**config.mk**
```make
export PLATFORM = sky130hd
export DESIGN_NAME = button_debounce
export DESIGN_NICKNAME = d
export VERILOG_FILES = /design/src/rtl/button_debounce.sv
export SDC_FILE = /design/constraint.sdc
export NUM_CORES = 1
export LEC_CHECK = 0
export BUFFER_PORTS_ARGS = -buffer_cell sky130_fd_sc_hd__buf_2
export CORE_MARGIN = 4
export CORE_UTILIZATION = 37
export CTS_CLUSTER_DIAMETER = 150
export DETAILED_ROUTE_END_ITERATION = 10
export PLACE_DENSITY = 0.57
export SETUP_SLACK_MARGIN = 0.5
export SYNTH_ARGS = -nofsm -noshare
export SYNTH_HDL_FRONTEND = slang
export SYNTH_SLANG_ARGS = --single-unit
export TNS_END_PERCENT = 50
```
**constraint.sdc**
```tcl
create_clock -name clk -period 1.88 [get_ports clk]
set_input_delay 0.282 -clock clk [delete_from_list [all_inputs] [get_ports clk]]
set_output_delay 0.282 -clock clk [all_outputs]
set_load 0.1 [all_outputs]
```
**src/rtl/button_debounce.sv**
```systemverilog
// rtl/button_debounce.sv - per-channel push-button synchroniser and bounce filter
// Emits a clean level, one-cycle press/release pulses and a press-toggled latch.
module button_debounce #(
  parameter int N          = 2,
  parameter int DEBOUNCE   = 120000,
  parameter int CNT_W      = 17,
  parameter bit ACTIVE_LOW = 1'b1
) (
  input  logic         clk,
  input  logic         rst_n,
  input  logic [N-1:0] btn_raw,
  output logic [N-1:0] but,
  output logic [N-1:0] press,
  output logic [N-1:0] release_pulse,
  output logic [N-1:0] toggle
);

  localparam logic [CNT_W-1:0] CNT_MAX  = CNT_W'(DEBOUNCE - 1);
  localparam logic [N-1:0]     IDLE_PAD = {N{ACTIVE_LOW}};

  if (DEBOUNCE < 2 || CNT_W > 62 || (64'd1 << CNT_W) <= 64'(DEBOUNCE)) begin : g_bad_params
    $error("button_debounce: DEBOUNCE must be >= 2 and fit in CNT_W bits");
  end

  logic [N-1:0]     sync1;
  logic [N-1:0]     sync2;
  logic [N-1:0]     s;
  logic [N-1:0]     accept;
  logic [CNT_W-1:0] cnt [N];

  assign s = sync2 ^ IDLE_PAD;

  always_comb begin
    accept = '0;
    for (int i = 0; i < N; i++) begin
      accept[i] = (s[i] != but[i]) && (cnt[i] == CNT_MAX);
    end
  end

  always_ff @(posedge clk or negedge rst_n) begin
    if (!rst_n) begin
      sync1 <= IDLE_PAD;
      sync2 <= IDLE_PAD;
    end else begin
      sync1 <= btn_raw;
      sync2 <= sync1;
    end
  end

  // Counter saturates at CNT_MAX: reaching it with a still-differing level is the accept.
  always_ff @(posedge clk or negedge rst_n) begin
    if (!rst_n) begin
      for (int i = 0; i < N; i++) begin
        cnt[i] <= '0;
      end
      but <= '0;
    end else begin
      for (int i = 0; i < N; i++) begin
        if (s[i] == but[i]) begin
          cnt[i] <= '0;
        end else if (cnt[i] == CNT_MAX) begin
          cnt[i] <= '0;
          but[i] <= s[i];
        end else begin
          cnt[i] <= cnt[i] + 1'b1;
        end
      end
    end
  end

  always_ff @(posedge clk or negedge rst_n) begin
    if (!rst_n) begin
      press         <= '0;
      release_pulse <= '0;
      toggle        <= '0;
    end else begin
      press         <= accept & s;
      release_pulse <= accept & ~s;
      toggle        <= toggle ^ (accept & s);
    end
  end

endmodule

```
# --- Yosys cells after proc, flatten, opt, wreduce, memory -nomap -nowiden ---
# Index checks and enable logic that the tools add are counted.
totals:
  output_inout_bits: 8
  regBits: 46
  input_bits: 4
  word_cells: 32
classes:
  mux: 4
  n_bitwise: 7
  eq_ne: 6
  n_reduce_logical: 4
  add_sub_neg: 2
op_table:
  columns: ["op", "count"]
  rows:
  - ["two-way mux 17 bit", 4]
  - ["adder 17 x 1 -> 17 bit, second input constant", 2]
  - ["equality test 17 bit, second input constant", 2]
  - ["bitwise AND 2 bit", 2]
  - ["NOT 2 bit", 2]
  - ["AND reduction 2 bit", 2]
  - ["equality test 1 bit", 2]
  - ["logical AND 1 bit", 2]
  - ["inequality test 1 bit", 2]
  - ["NOT 1 bit", 2]
  - ["bitwise XOR 2 bit", 1]

# --- Longest topological paths before layout ---
depth:
  depth_word: 5
  ltp_mapped: 6
  depth_no_buf: 5

# --- Least setup slack after synthesis ---
# OpenSTA, ideal clock, no wires.
synth_path:
  kind: "register -> register"
  from: "register cnt[17] (netlist bit)"
  to: "register but[0]"
  synth_period_minus_slack_ns: 1.746
  arrival_ns: 1.664
  required_time_ns: 1.797
  n_path_buf: 1
  slack_ns: 0.134
  setup_ns: 0.083
  path_stages_with_launch: 7
  cell_sequence: "dfrtp_1 ha_1 and4_1 buf_2 nand2_1 or4_1 o21ai_0"
synth_via:
  elab_chain_len: 2
synth_lines:
  columns: ["item", "line", "source"]
  rows:
  - ["start, declared", "29", "logic [CNT_W-1:0] cnt [N];"]
  - ["start signal, assigned by index", "65", "cnt[i] <= cnt[i] + 1'b1;"]
  - ["equality test 17 bit", "61", "end else if (cnt[i] == CNT_MAX) begin"]
  - ["AND reduction 2 bit (no source line)", null, null]
  - ["end signal, assigned by index", "63", "but[i] <= s[i];"]
  - ["end, declared", "12", "output logic [N-1:0] but,"]
# Every way passes these cells.
# A chain may end at the register's enable or synchronous reset.

# --- Final worst setup path ---
layout_path:
  from: "register cnt[30] (netlist bit)"
  to: "register toggle[0]"
layout_via:
  elab_chain_len: 4
layout_lines:
  columns: ["item", "line", "source"]
  rows:
  - ["equality test 17 bit", "36", "accept[i] = (s[i] != but[i]) && (cnt[i] == CNT_MAX);"]
  - ["logical AND 1 bit", "36", null]
  - ["bitwise AND 2 bit", "79", "toggle <= toggle ^ (accept & s);"]
  - ["bitwise XOR 2 bit", "79", null]
  - ["end signal, assigned", "79", null]
  - ["end, declared", "15", "output logic [N-1:0] toggle"]
# Every way passes these cells.

==> metrics.md <==
| Metric | Value |
|---|---|
| Peak VDD IR | 0.350 mV |
| Synth area leader | dfrtp_1 |
| Drt via density | 5.05 |
| Area delta synth->final | 38.9% |
| Unique masters post-synth | 30 |
| Die width | 83.8 µm |
| Ant diodes | 0 |
| Post-synth EDFFs | 0 |
| Routed wire length | 4.95 mm |
| Post-Syn Area | 0.00212 mm² |
| Met3 usage | 0.0355 |
| DRC Markers | 0 |
| Total grt overflow | 0 |
| Vias in the first global route | 1,623 |
| RD Place Congestion | 0.817 |
| Worst setup path class | flip-flop to flip-flop |
| Worst setup EP type | flip-flop |
| Met2 usage in global routing | 0.210 |
| Met1 Track Usage GR | 0.210 |
| Post-layout min period | 1740 ps |
| Worst hold path type | input port to flip-flop |
| Dominant synthesized flop cell | dfrtp_1 |
| Core footprint | 0.00554 mm² |
| Fin. Hold Viols | 0 |
| Dpl hpwl | 2.95 mm |
| Layout cell share with drive strength beyond 1 | 0.379 |
| Worst Path Arrival | 1930 ps |
| Max Clock Skew | 6.88 ps |
| H-Tree Depth | 2 |
| Clock sinks | 46 |
| Drt pass-1 iters | 4 |
| Least-Margin Pin Slew | 566 ps |
| Crit path launch type | flip-flop |
| Finish-stage setup viols | 0 |
| Setup_tns | 0 ps |
| Max-cap check violation count | 0 |
| First-pass GRT wire length | 8.15 mm |
| CP max FO | 2 |
| Worst-path clk slew | 80 ps |
| Slew headroom | 0.621 |
| Latest clock arrival within the worst-skew pair | 300 ps |
| Drt wl/cell | 14.7 µm |
| Root Driver | clkbuf_8 |
| Seq cells post-synth | 46 |
| Mean Syn Cell Area | 10.5 µm² |
| Gate Count Post-Synth | 203 |
| Pwr dens | 638 mW/mm² |
| Vias post-DR | 1,698 |
| Req. time, crit path | 2070 ps |
| Status | completed |
| Synth warnings | 0 |
| Reg area | 0.00116 mm² |
| CTS Buffer Depth | 2 |
| CTS tree | built |
| Sequential share of the synthesized area | 0.544 |
| Total GRT Usage | 0.144 |
| Starting Density | 0.383 |
| Top cells by area, synth | dfrtp_1, xnor2_1, nor2_1 |
| GR peak layer | met1 |
| Post-synth ARST share | 1.00 |
| Area taken by multi-input logic gates | 0.00113 mm² |
| 1st-iter DRT viols | 154 |
| Peak Freq | 573 MHz |
| Initial antenna violation count | 0 |
| RSZ-0062 raised after global routing | yes |
| Fill count | 474 |
| CTS buffer count | 5 |
| Area share of the largest cell type after synthesis | 0.495 |
| Largest net degree at the start of global routing | 20 |
| Period utilization | 0.928 |
| Lkg Pwr | 1.27 nW |
| Syn nets | 209 |
| Nets@finish | 269 |
| Port Buffer Count | 11 |
| Ports | 12 |
| Antenna-violating nets left | 0 |
| DIE AREA | 0.00702 mm² |
| Die Ht | 83.8 µm |
| Power Total | 1.88 mW |
| Row count | 27 |
| Final Max Slew Viols | 0 |
-- per-stage QoR --
| step | hold WS (ps) | instances | util | setup slack [ps] | instance area, µm² |
|---|---|---|---|---|---|
| after floorplan | -13.6 | 203 | - | 145 | 2160 |
| after global placement | 217 | 297 | 0.433 | 113 | 2400 |
| after detailed placement | 224 | 297 | 0.433 | 99.3 | 2400 |
| after CTS | 64.7 | 326 | 0.506 | 163 | 2800 |
| after global routing | 58.5 | 336 | 0.533 | 96.9 | 2950 |
| final | 76.9 | 336 | 0.533 | 136 | 2950 |
-- metal layers --
| metal | up-vias | wire length, µm | part of all wire |
|---|---|---|---|
| met1 | 803 | 2440 | 0.49 |
| met5 | - | 0 | 0 |
| met3 | 10 | 244 | 0.049 |
| met4 | 0 | 80 | 0.016 |
| li1 | 847 | - | - |
| met2 | 38 | 2180 | 0.44 |
-- worst paths after layout --
check | start | end | slack, ps | depth (start not counted)
max reg2reg | cnt[30]$_DFF_PN0_ | toggle[0]$_DFF_PN0_ | 140 | 4
min reg2reg | sync1[1]$_DFF_PN1_ | sync2[1]$_DFF_PN1_ | 360 | 0
max | cnt[30]$_DFF_PN0_ | toggle[0]$_DFF_PN0_ | 140 | 4
min in group asynchronous | rst_n | cnt[23]$_DFF_PN0_ | 430 | 2
max in group asynchronous | rst_n | cnt[9]$_DFF_PN0_ | 850 | 3
min | btn_raw[0] | sync1[0]$_DFF_PN1_ | 80 | 1
-- critical path, stage by stage, from the launching register on --
cell	delay [ps]
dfrtp_1	390
nand4b_1	210
or4_4	570
or3_4	340
xnor2_1	130
-- what timing repair did --
action	in CTS	in global routing
endpoints found under the hold margin	13	0
endpoints found under the setup margin	46	47
pin swaps	18	9
gates resized for setup	22	12
cloned	1	1
hold buffers	1	0
buffers inserted	19	9
-- cells in the mapped netlist (2+ instances only) --
master / count
a21oi_1: 2
or4_1: 2
xnor2_1: 19
nand4b_1: 3
dfrtp_1: 42
and4_1: 6
and3_1: 3
dfstp_2: 4
or3_1: 4
nor2_1: 34
nand3_1: 8
ha_1: 2
nand4_1: 13
nor4_1: 7
xor2_1: 13
nand2_1: 15
buf_2: 4
nor3_1: 7
o21ai_0: 4
-- cell usage in the layout, fill, tap and decap left out, types with 2 or more instances in the layout --
master	count
buf_4	41
dfrtp_1	35
nor2_1	34
xnor2_1	18
nand4_1	13
xor2_1	13
nand2_1	11
buf_2	11
nand3_1	7
dfrtp_2	7
and4_1	6
clkbuf_8	6
nor4_1	4
nor3_1	4
dfstp_2	4
or4_4	3
o21ai_0	3
and3_1	3
nand4b_1	3
nand2_2	2
or3_4	2
nand2_8	2
nor4_4	2
or3_1	2
nor3_2	2
buf_6	2
-- cells by family (layout without fill, tap and decap cells) --
kind of cell    count (synthesis)  count (layout)  synth area share
simple gates                  111             112             0.285
flops                          46              46             0.544
xor+xnor                       32              32             0.132
compound gates                  6               6            0.0141
buf+inv                         6              66            0.0130
fa+ha+maj                       2               2            0.0118
-- state kept, by name, indices dropped and copies added (netlist names) --
| name | cells |
|---|---|
| toggle | 2 |
| cnt | 34 |
| sync2 | 2 |
| release_pulse | 2 |
| but | 2 |
| sync1 | 2 |
| press | 2 |
-- cell type report --
class	count	area share
repair buffers	57	0.149
clock buffers	7	0.0293
well taps	72	0.0305
clock inverters	1	0.0102
flip-flops and latches	46	0.395
inverters	1	0.00127
multi-input cells	152	0.385
-- power by group --
| group | internal (mW) | switching (mW) | total [mW] | leakage, nW |
|---|---|---|---|---|
| registers | 1.01 | 0.0179 | 1.02 | 0.612 |
| logic | 0.0442 | 0.0573 | 0.101 | 0.595 |
| clock network | 0.433 | 0.321 | 0.755 | 0.0585 |
(Power assumes the default switching activity.)
